===== config.mk =====
export PLATFORM = sky130hd
export DESIGN_NAME = dmem_store_buffer
export DESIGN_NICKNAME = d
export VERILOG_FILES = /design/src/rtl/dmem_store_buffer_pkg.sv /design/src/rtl/sb_fifo.sv /design/src/rtl/dmem_store_buffer.sv
export SDC_FILE = /design/constraint.sdc
export NUM_CORES = 1
export LEC_CHECK = 0
export CORE_UTILIZATION = 55
export DETAILED_ROUTE_END_ITERATION = 16
export PLACE_DENSITY = 0.84
export SLEW_MARGIN = 10
export SYNTH_ARGS = -nofsm -noshare
export SYNTH_HDL_FRONTEND = slang
export SYNTH_SLANG_ARGS = --single-unit

===== constraint.sdc =====
create_clock -name clk -period 9.75 [get_ports clk]
set_input_delay 1.95 -clock clk [delete_from_list [all_inputs] [get_ports clk]]
set_output_delay 1.95 -clock clk [all_outputs]
set_load 0.02 [all_outputs]

===== src/rtl/dmem_store_buffer_pkg.sv =====
// Shared types and memory-mode encodings for the data-memory store buffer.
// Entry fields are sized by SB_ADDR_W/SB_DATA_W; top-level widths must not exceed them.
package dmem_store_buffer_pkg;

  localparam int MEMORY_MODE_WIDTH = 2;
  localparam logic [MEMORY_MODE_WIDTH-1:0] BYTE_MEMORY_MODE = 2'd0;
  localparam logic [MEMORY_MODE_WIDTH-1:0] HALF_MEMORY_MODE = 2'd1;
  localparam logic [MEMORY_MODE_WIDTH-1:0] WORD_MEMORY_MODE = 2'd2;

  localparam int SB_ADDR_W = 32;
  localparam int SB_DATA_W = 32;

  typedef struct packed {
    logic [SB_ADDR_W-1:0]         addr;
    logic [SB_DATA_W-1:0]         data;
    logic [MEMORY_MODE_WIDTH-1:0] mode;
  } sb_entry_t;

  typedef enum logic [1:0] {
    EMPTY,
    DRAINING,
    FULL
  } sb_state_t;

  function automatic logic same_word(input logic [SB_ADDR_W-1:0] a,
                                     input logic [SB_ADDR_W-1:0] b);
    return a[SB_ADDR_W-1:2] == b[SB_ADDR_W-1:2];
  endfunction

endpackage


===== src/rtl/sb_fifo.sv =====
// Circular in-order storage for buffered stores with head/tail/count tracking.
// Every slot is exposed so the top can search buffered stores by age.
module sb_fifo
  import dmem_store_buffer_pkg::*;
#(
  parameter int DEPTH = 4
) (
  input  logic                     clk,
  input  logic                     rst,
  input  logic                     push,
  input  sb_entry_t                push_entry,
  input  logic                     pop,
  output sb_entry_t                head_entry,
  output sb_entry_t [DEPTH-1:0]    entries,
  output logic [$clog2(DEPTH)-1:0] head_ptr,
  output logic [$clog2(DEPTH):0]   count
);

  localparam int PTR_W = $clog2(DEPTH);
  localparam int CNT_W = PTR_W + 1;

  sb_entry_t [DEPTH-1:0] slot_q, slot_d;
  logic [PTR_W-1:0]      head_q, head_d;
  logic [PTR_W-1:0]      tail_q, tail_d;
  logic [CNT_W-1:0]      count_q, count_d;

  always_comb begin
    slot_d = slot_q;
    head_d = head_q;
    tail_d = tail_q;
    if (push) begin
      slot_d[tail_q] = push_entry;
      tail_d         = tail_q + PTR_W'(1);
    end
    if (pop) begin
      head_d = head_q + PTR_W'(1);
    end
    count_d = count_q + CNT_W'(push) - CNT_W'(pop);
  end

  always_ff @(posedge clk) begin
    if (rst) begin
      head_q  <= '0;
      tail_q  <= '0;
      count_q <= '0;
    end else begin
      head_q  <= head_d;
      tail_q  <= tail_d;
      count_q <= count_d;
    end
  end

  // Payload needs no reset: slots are only read while counted as occupied.
  always_ff @(posedge clk) begin
    slot_q <= slot_d;
  end

  assign head_entry = slot_q[head_q];
  assign entries    = slot_q;
  assign head_ptr   = head_q;
  assign count      = count_q;

endmodule


===== src/rtl/dmem_store_buffer.sv =====
// Posted-write store buffer between the core data port and data memory; drains one entry per cycle.
// Define RVMAGIC_STORE_FWD_EN to serve word loads that hit a buffered word store without stalling.
module dmem_store_buffer
  import dmem_store_buffer_pkg::*;
#(
  parameter int ADDR_WIDTH = 32,
  parameter int DATA_WIDTH = 32,
  parameter int DEPTH      = 4
) (
  input  logic                         clk,
  input  logic                         rst,
  input  logic [ADDR_WIDTH-1:0]        cpu_addr,
  input  logic                         cpu_memRead,
  input  logic                         cpu_memWrite,
  input  logic [MEMORY_MODE_WIDTH-1:0] cpu_memMode,
  input  logic [DATA_WIDTH-1:0]        cpu_dataIn,
  input  logic                         cpu_fence,
  output logic [DATA_WIDTH-1:0]        cpu_dataOut,
  output logic                         cpu_stall,
  output logic [ADDR_WIDTH-1:0]        mem_addr,
  output logic                         mem_memRead,
  output logic                         mem_memWrite,
  output logic [MEMORY_MODE_WIDTH-1:0] mem_memMode,
  output logic [DATA_WIDTH-1:0]        mem_dataIn,
  input  logic [DATA_WIDTH-1:0]        mem_dataOut,
  output logic [$clog2(DEPTH):0]       sb_count
);

  localparam int PTR_W = $clog2(DEPTH);
  localparam int CNT_W = PTR_W + 1;

  sb_state_t             state_q, state_d;
  sb_entry_t             push_entry, head_entry;
  sb_entry_t [DEPTH-1:0] entries;
  logic [PTR_W-1:0]      head_ptr;
  logic [CNT_W-1:0]      count, count_next;
  logic                  push, pop, buf_empty, buf_full, fwd_hit;
  logic [DATA_WIDTH-1:0] fwd_data;
  logic                  unused_sink;

  assign buf_empty  = (state_q == EMPTY);
  assign buf_full   = (state_q == FULL);
  assign push_entry = '{addr: SB_ADDR_W'(cpu_addr), data: SB_DATA_W'(cpu_dataIn), mode: cpu_memMode};
  assign sb_count   = count;
  assign unused_sink = ^{entries, head_ptr};

  sb_fifo #(.DEPTH(DEPTH)) u_fifo (
    .clk        (clk),
    .rst        (rst),
    .push       (push),
    .push_entry (push_entry),
    .pop        (pop),
    .head_entry (head_entry),
    .entries    (entries),
    .head_ptr   (head_ptr),
    .count      (count)
  );

`ifdef RVMAGIC_STORE_FWD_EN
  logic [PTR_W-1:0] fwd_idx;

  // Walk oldest to youngest; the youngest store touching the word decides hit and data.
  always_comb begin
    fwd_hit  = 1'b0;
    fwd_data = '0;
    fwd_idx  = '0;
    if (cpu_memRead && cpu_memMode == WORD_MEMORY_MODE) begin
      for (int i = 0; i < DEPTH; i++) begin
        fwd_idx = head_ptr + PTR_W'(i);
        if (CNT_W'(i) < count && same_word(entries[fwd_idx].addr, SB_ADDR_W'(cpu_addr))) begin
          fwd_hit  = (entries[fwd_idx].mode == WORD_MEMORY_MODE);
          fwd_data = DATA_WIDTH'(entries[fwd_idx].data);
        end
      end
    end
  end
`else
  assign fwd_hit  = 1'b0;
  assign fwd_data = '0;
`endif

  // Reset also blocks the drain so that a discarded head entry never reaches memory.
  always_comb begin
    cpu_stall    = 1'b0;
    cpu_dataOut  = '0;
    mem_addr     = '0;
    mem_memRead  = 1'b0;
    mem_memWrite = 1'b0;
    mem_memMode  = WORD_MEMORY_MODE;
    mem_dataIn   = '0;
    pop          = 1'b0;
    push         = 1'b0;
    if (!rst) begin
      pop = !buf_empty;
      if (cpu_memWrite && buf_full) cpu_stall = 1'b1;
      if (cpu_fence && !buf_empty)  cpu_stall = 1'b1;
      if (cpu_memRead) begin
        if (buf_empty) begin
          mem_memRead = 1'b1;
          mem_addr    = cpu_addr;
          mem_memMode = cpu_memMode;
          cpu_dataOut = mem_dataOut;
        end else if (fwd_hit) begin
          cpu_dataOut = fwd_data;
        end else begin
          cpu_stall = 1'b1;
        end
      end
      if (pop) begin
        mem_memWrite = 1'b1;
        mem_addr     = ADDR_WIDTH'(head_entry.addr);
        mem_dataIn   = DATA_WIDTH'(head_entry.data);
        mem_memMode  = head_entry.mode;
      end
      push = cpu_memWrite && !cpu_stall;
    end
  end

  always_comb begin
    count_next = count + CNT_W'(push) - CNT_W'(pop);
    if (count_next == '0) begin
      state_d = EMPTY;
    end else if (count_next == CNT_W'(DEPTH)) begin
      state_d = FULL;
    end else begin
      state_d = DRAINING;
    end
  end

  always_ff @(posedge clk) begin
    if (rst) begin
      state_q <= EMPTY;
    end else begin
      state_q <= state_d;
    end
  end

endmodule


==> results.cfg, run 1 <==
[grt]
track_usage_pct = 22.7
grt_pass1_wl_mm = 34.3
grt_use_met1_pct = 29.4
met2_usage_pct = 40.2
grt-busiest-layer = met2
grt_remaining_overflow = 0
grt_max_degree = 68
use_met3_pct = 3.57
antenna_found_initial = 0
grt_pass1_vias = 6061

[setup_path]
critPathTopFamily = buffers and inverters
cp-end-kind = primary output
slowest_delay_ps = 920
cp_cell_sequence = clkdlybuf4s50_1 > inv_2 > o21ai_0 > inv_2 > a22o_1 > clkdlybuf4s50_1
slowest_stage = inv_2
critPathLaunchType = input port
critPathKind = input port to primary output
path_max_fanout = 67
required_ps = 7800
path_buf_inv = 4
cp.arrival_ps = 4800

[floorplan]
die_w_um = 142
io_pins = 207
fp.coreArea_mm2 = 0.0190
rows = 50
fp.dieH_um = 142
initial_utilization_pct = 57.0
die_area_mm2 = 0.0202

[placed_design]
pre_cts_ws_ps = 2990
gp_congestion = 0.748
place_area_mm2 = 0.0130
dpl.hpwl_mm = 12.8
io_buffers = 206

[sta]
timing.final.crit_share_pct = 69.3
rsz0062_at_grt = no
fin_setup_tns_ps = 0
max_clock_freq_mhz = 148
worstMarginPinSlew_ps = 1240
hold_ws_ps = 609
maxSlewHeadroom_pct = 17.3
setup_viol = 0
min_period_ps = 6750
hold_viol_final = 0
setup_ws_ps = 3000
final_max_slew_viol_count = 0
skew_ps = 9.41

[final_layout]
diodes = 0
final_layout_size_suffix_gt1_share_pct = 15.6
num-fill-cells = 1113
nets = 828
fin_area_mm2 = 0.0139
area_delta_synth_final_pct = 28.3

[yosys]
syn_area_per_cell_um2 = 21.0
synth_top_area_cell = edfxtp_1
synth_top_cells_by_area = edfxtp_1 73%, mux4_2 14%, and2_1 3.8%, a22o_1 2.7%, dfxtp_1 1.7%
yosysUniqueCellTypes = 32
ys_ff_latch = 273
synth_common_cells = 264 x edfxtp_1, 66 x mux4_2, 65 x and2_1
yosys_warnings = 0
netlist_area_mm2 = 0.0108
seq_area_frac_synth_pct = 75.0
yosys.area.top_type_share_pct = 73.3
synthArstFlopShare_pct = 0
synth.most_common_cell = edfxtp_1
syn-num-nets = 624
synthCells = 514
synth_enable_flop_cells = 264
synth_ff_type = edfxtp_1

[drt]
via_count = 5596
postRouteAntennaNets = 0
drt_wl_total_mm = 22.0
dr.pass1.iters = 5
avgViaCountPerCell = 5.61
wl_per_cell_um = 22.1
drt_iter0_markers = 337
drc = 0

[flow_run]
cap_violations = 0

[status]
status = complete, no violations

[power]
vdd_drop_max_mv = 0.205
power.total_mw = 3.25
p_leak_nw = 4.47
power.density_mw_per_mm2 = 234

[clock_network]
post_cts_resized = 0
cts_buffer_depth = 3
cts_setup_buffers = 0
clk_pin_slew_ps = 60
clock_sinks = 273
cts_htree_levels = 1
postCtsHoldBufs = 0
cts_inserted_buffers = 26
clock_latency_ps = 510
cts-root-buf = clkbuf_16
cts_tree = yes

[worst_hold_path]
hp-class = flip-flop to flip-flop
-- cells in the final DEF (no fill, tap or decap), types with 3 or more instances in the layout --
master           synthesis  final
mux4_2                  66     66
edfxtp_1               264    264
dfxtp_1                  9      7
and3_4                   0      4
clkbuf_8                 0      5
ha_1                     6      6
clkinv_2                 0      3
clkdlybuf4s50_1          0    206
nor2_1                   6      6
clkbuf_16                0     27
inv_1                    9      8
clkbuf_1                 8      9
a22o_1                  33     33
and2_1                  65     65
-- area by class of cell --
cell class	instances	area, um2	area share (%)
Clock buffer	41	778	5.61
Clock inverter	7	60.1	0.433
Inverter	10	37.5	0.271
Multi-Input combinational cell	200	2480	17.9
Sequential cell	273	8120	58.5
Tap cell	260	325	2.35
Timing Repair Buffer	207	2070	14.9
-- cell families after synthesis --
group           share of synthesized area [%]
buf+inv                                  2.21
flops                                    75.0
mux                                      13.9
simple gates                             4.68
compound gates                           3.14
fa+ha+maj                               0.880
xor+xnor                                0.243
-- state kept, by name, indices dropped and copies added (netlist names) --
signal and cells:
u_fifo.head_ptr 2, u_fifo.entries 264, u_fifo.tail_q 2, u_fifo.count 3, state_q 2
-- final timing paths --
kind	cells past startpoint	from	slack, ps	end
max	6	rst	3000	mem_addr[1]
min	2	u_fifo.tail_q[1]$_SDFFE_PP0P_	610	u_fifo.tail_q[1]$_SDFFE_PP0P_
max reg2reg	8	state_q[0]$_SDFF_PP0_	6550	state_q[0]$_SDFF_PP0_
min reg2reg	2	u_fifo.tail_q[1]$_SDFFE_PP0P_	610	u_fifo.tail_q[1]$_SDFFE_PP0P_
-- routing by layer --
layer  share of wire, %  wire length [um]
met1                 39              8650
met2                 53             11700
met3                6.0              1320
met4                1.5               327
met5                  0                 0
-- worst register-to-register path: cells and delay by family, from the launching register on --
| family | cells | cell delay, ps |
|---|---|---|
| adder cells (fa/ha/maj) | 3 | 1020 |
| AO/OA/AOI/OAI | 1 | 200 |
| flip-flops | 1 | 420 |
| buffers and inverters | 2 | 990 |
| AND/OR/NAND/NOR | 2 | 450 |
-- metrics by stage --
stage                     util [%]  instances
after detailed placement      68.8        950
final                         73.2        998
after floorplan                  -        514
after global routing          73.2        998
after CTS                     73.2        998
after global placement        68.8        950
-- where the power goes --
| group | switching [mW] | internal [mW] |
|---|---|---|
| clock | 0.401 | 0.572 |
| combinational | 0.383 | 0.441 |
| sequential | 0.0811 | 1.37 |
| total | 0.865 | 2.39 |
(Power assumes the default switching activity.)
==> inputs of run 2 (changes only) <==
--- a/config.mk
+++ b/config.mk
@@ -5,9 +5,9 @@
 export SDC_FILE = /design/constraint.sdc
 export NUM_CORES = 1
 export LEC_CHECK = 0
-export CORE_UTILIZATION = 55
+export CORE_UTILIZATION = 52
 export DETAILED_ROUTE_END_ITERATION = 16
-export PLACE_DENSITY = 0.84
+export PLACE_DENSITY = 0.8
 export SLEW_MARGIN = 10
 export SYNTH_ARGS = -nofsm -noshare
 export SYNTH_HDL_FRONTEND = slang
==> constraint.sdc (replaced) <==
create_clock -name clk -period 6.25 [get_ports clk]
set_input_delay 1.25 -clock clk [delete_from_list [all_inputs] [get_ports clk]]
set_output_delay 1.25 -clock clk [all_outputs]
set_load 0.02 [all_outputs]
==> results.cfg, run 2 (synthesis gave the netlist of run 1 again) <==
[final_layout]
final_layout_size_suffix_gt1_share_pct = 15.8
diodes = 0
num-fill-cells = 1313
area_delta_synth_final_pct = 28.3
mostFrequentLayoutCell = edfxtp_1
largest_register_ffs = 264
final_cell_mix = 264 x edfxtp_1, 206 x clkdlybuf4s50_1, 66 x mux4_2
nets = 832

[clock_network]
cts_setup_buffers = 0
clock_latency_ps = 520
clock_sinks = 273
cts-root-buf = clkbuf_16
clk_pin_slew_ps = 60
cts_htree_levels = 1
postCtsHoldBufs = 0
cts_tree = yes
cts_inserted_buffers = 26
post_cts_resized = 0
cts_buffer_depth = 3

[worst_hold_path]
hp-class = flip-flop to flip-flop

[drt]
drt_wl_total_mm = 22.2
avgViaCountPerCell = 5.54
drt_iter0_markers = 312
drc = 0
via_count = 5604
wl_per_cell_um = 22.0
dr.pass1.iters = 4
postRouteAntennaNets = 0

[setup_path]
critPathKind = input port to primary output
critPathTopFamily = buffers and inverters
path_buf_inv = 5
slowest_stage = clkdlybuf4s50_1
cp-end-kind = primary output
cp.arrival_ps = 3740
slowest_delay_ps = 600
cp_cell_sequence = clkdlybuf4s50_1 > inv_2 > o21ai_0 > inv_2 > buf_4 > a22o_1 > clkdlybuf4s50_1
path_max_fanout = 34
critPathLaunchType = input port
required_ps = 5000

[placed_design]
dpl.hpwl_mm = 14.0
pre_cts_ws_ps = 1250
gp_congestion = 0.823
io_buffers = 206

[power]
vdd_drop_max_mv = 0.309
power.density_mw_per_mm2 = 361
p_leak_nw = 4.47

[grt]
grt_max_degree = 68
grt_remaining_overflow = 0
track_usage_pct = 21.3
grt_pass1_wl_mm = 34.8
antenna_found_initial = 0
grt_pass1_vias = 6125

[sta]
setup_viol = 0
worstMarginPinSlew_ps = 1040
hold_viol_final = 0
setup_ws_ps = 1260
final_max_slew_viol_count = 0
fin_setup_tns_ps = 0
skew_ps = 22.8
min_period_ps = 4990
max_clock_freq_mhz = 201
maxSlewHeadroom_pct = 30.6
timing.final.crit_share_pct = 79.8
rsz0062_at_grt = no

[flow_run]
cap_violations = 0

[floorplan]
fp.dieH_um = 146
die_area_mm2 = 0.0214
io_pins = 207
rows = 52
initial_utilization_pct = 53.3
die_w_um = 146
fp.coreArea_mm2 = 0.0203

[status]
status = complete, no violations
==> run 2: cell count changes in the layout (fill, tap and decap cells not counted), sizes merged <==
cell	delta
clkbuf	-9
clkinv	+8
buf	+4
==> run 2: through the flow <==
| stage | hold WS [ps] | area [um2] | utilization [%] | cells | power (mW) |
|---|---|---|---|---|---|
| floorplan | 507 | 10800 | - | 514 | 3.12 |
| global placement | 522 | 13100 | 64.4 | 964 | 3.57 |
| detailed placement | 576 | 13100 | 64.4 | 964 | 3.62 |
| CTS | 585 | 13900 | 68.3 | 1011 | 5.06 |
| global route | 607 | 13900 | 68.3 | 1011 | 5.21 |
| finish | 580 | 13900 | 68.3 | 1011 | 5.01 |
==> run 2: metal layers <==
layer	vias to the layer above	global-route usage, %	share of wire, %	wire length [um]
li1	2505	-	-	-
met1	2908	27.6	41	9190
met2	161	36.7	52	11500
met3	30	4.44	5.4	1190
met4	0	5.68	1.7	370
met5	-	0	0	0
==> run 2: power by group <==
group	total, mW	switching [mW]	internal (mW)	leakage (nW)
clock network	1.45	0.622	0.827	0.388
registers	2.29	0.146	2.14	2.46
logic	1.28	0.580	0.698	1.61
==> run 2: path summary, 6_finish.rpt <==
| check | start | to | slack, ps | cells past startpoint |
|---|---|---|---|---|
| worst max-delay path | rst | mem_addr[5] | 1260 | 7 |
| worst min-delay path | state_q[1]$_SDFF_PP0_ | u_fifo.head_ptr[0]$_SDFFE_PP0P_ | 580 | 2 |
| worst max register to register | state_q[0]$_SDFF_PP0_ | state_q[0]$_SDFF_PP0_ | 3650 | 8 |
| worst min register to register | state_q[1]$_SDFF_PP0_ | u_fifo.head_ptr[0]$_SDFFE_PP0P_ | 580 | 2 |
==> run 2: final cells by class <==
cell class	count	area, um2	area share, %
inverters	10	37.5	0.271
well taps	270	338	2.44
clock buffers	32	694	5.01
multi-input cells	200	2480	17.9
flip-flops and latches	273	8120	58.5
clock inverters	15	97.6	0.704
repair buffers	211	2100	15.1
==> run 2: worst register-to-register path, cell delays in order (launching register included) <==
cell     delay (ps)
dfxtp_1         360
o21ai_0         350
inv_2           230
ha_1            350
inv_1            50
ha_1            190
fa_1            480
nor2b_1         160
or2_2           320
==> RTL edit: new RTL, config.mk and constraints of run 2 <==
Change the package constant `SB_ADDR_W` from 32 to 16.
--- a/src/rtl/dmem_store_buffer_pkg.sv
+++ b/src/rtl/dmem_store_buffer_pkg.sv
@@ -9,3 +9,3 @@
 
-  localparam int SB_ADDR_W = 32;
+  localparam int SB_ADDR_W = 16;
   localparam int SB_DATA_W = 32;
Function: changed (Yosys sat finds a counterexample within 4 cycles, from zero or initial values and one cycle with rst high).
==> RTL edit against run 2 <==
  * Via count is 16% lower
  * Highest routed layer unchanged
  * Sequential cell count fell by 64
  * Area after synthesis decreased by 22%
  * Design area down 17%
  * Combinational power is 18% lower
  * Power down 17%
  * Routed wire length shrank 20%
  * Setup slack lost 110 ps
==> RTL edit: results (changes against run 2) <==
Seq/Total Area, Yosys -> 73.0% (-2.0 points)
PD cells -> 364 nW/um2 (+0.61%)
Ratio of cells with drive above 1 in the final layout -> 15.3% (-0.50 points)
H-tree level count -> 1 (unchanged)
Commonest cells in the netlist -> edfxtp_1, and2_1, mux4_2
Met1 usage -> 27.6% (about the same)
Synth top area cells -> edfxtp_1, mux4_2, and2_1
Initial antenna violation count -> 0 (unchanged)
Vias -> 4735 (-16%)
Post-synthesis net count -> 538 (-14%)
Clk pin slew, worst setup/hold paths -> 60 ps (about the same)
Ant diodes -> 0 (unchanged)
Number of global-route vias before repair -> 4817 (-21%)
LEAKAGE -> 3.78 nW (-15%)
Grt met3 use -> 4.21% (-0.23 points)
Peak VDD IR -> 0.281 mV (-9.0%)
Synth Flop Type -> edfxtp_1
Yosys warnings -> 0 (unchanged)
Later-pin clock latency in the skew report -> 500 ps (-20 ps)
Hold Crit Class -> reg2reg
Fill count -> 1006 (-23%)
Crit Path Max Fanout -> 67 (+97%)
Worst-Margin Slew -> 1030 ps (-6.87 ps)
EDFF count, synth -> 200 (-24%)
Port bufs -> 206 (unchanged)
Largest register FFs -> 200 (-24%)
Largest net degree at the start of global routing -> 68 (unchanged)
Resized cells post-CTS -> 0 (unchanged)
Drt initial violations -> 269 (-14%)
Outcome -> finished clean
Total Routing Usage GR -> 21.4% (+0.11 points)
Root buffer cell -> clkbuf_16
Post-CTS Setup Bufs -> 0 (unchanged)
Final Net Count -> 749 (-10%)
First-pass GRT wire length -> 26500 um (-24%)
Worst-case clock buffer depth -> 3 (unchanged)
Routability-driven placement congestion ratio -> 0.728 (-11%)
Synth unique cells -> 32 (unchanged)
GR Util met2 -> 37.2% (+0.44 points)
Total Wirelength -> 17700 um (-20%)
Final worst clock skew -> 18.7 ps (-4.14 ps)
Num CTS Buffers -> 21 (-19%)
TritonRoute pass-1 iters -> 4 (unchanged)
Cell Area, Placed -> 10700 um2 (-18%)
Post-DP HPWL -> 10800 um (-23%)
Async set or reset register ratio after synthesis -> 0% (unchanged)
[RTL edit: through the flow]
| step | setup slack, ps | hold WS (ps) | instances |
|---|---|---|---|
| after floorplan | 2750 | 507 | 428 |
| after global placement | 1300 | 519 | 832 |
| after detailed placement | 1160 | 554 | 832 |
| after CTS | 1160 | 578 | 870 |
| after global routing | 979 | 602 | 870 |
| final | 1160 | 576 | 870 |
[RTL edit: final cells by class]
cell class	instances	area share, %
repair buffers	213	18.4
multi-input cells	184	18.1
clock inverters	16	2.14
inverters	10	0.327
flip-flops and latches	209	54.0
well taps	216	2.36
clock buffers	22	4.62
[RTL edit: path summary, 6_finish.rpt]
kind	start	to	slack (ps)	cells after the start
min reg2reg	u_fifo.head_ptr[1]	u_fifo.head_ptr[1]	580	2
min	u_fifo.head_ptr[1]	u_fifo.head_ptr[1]	580	2
max	rst	mem_addr[15]	1160	5
max reg2reg	state_q[0]	state_q[0]	3410	9
[RTL edit: metal layers]
metal	vias up	wire length (um)
met1	2375	6830
li1	2113	-
met2	219	9170
met4	0	295
met5	-	0
met3	28	1450
[RTL edit: logic make-up (layout without fill, tap and decap cells)]
family / Yosys count / count (layout) / share of synthesized area, %
muxes: 51 / 51 / 13.5
adders and majority gates: 7 / 7 / 1.12
xor gates and xnor gates: 3 / 3 / 0.310
buffers and inverters: 35 / 261 / 2.54
AOI/OAI and AO/OA: 24 / 24 / 2.35
and+or+nand+nor: 99 / 99 / 7.15
DFF: 209 / 209 / 73.0
[RTL edit: critical path, cell delays in order]
cell and delay [ps]:
clkdlybuf4s50_1 590, inv_2 200, and3_2 860, a22o_1 320, clkdlybuf4s50_1 610
[RTL edit: where the power goes]
part	total, mW	internal [mW]	switching (mW)
logic	1.05	0.575	0.475
registers	1.74	1.64	0.105
clock network	1.38	0.868	0.509
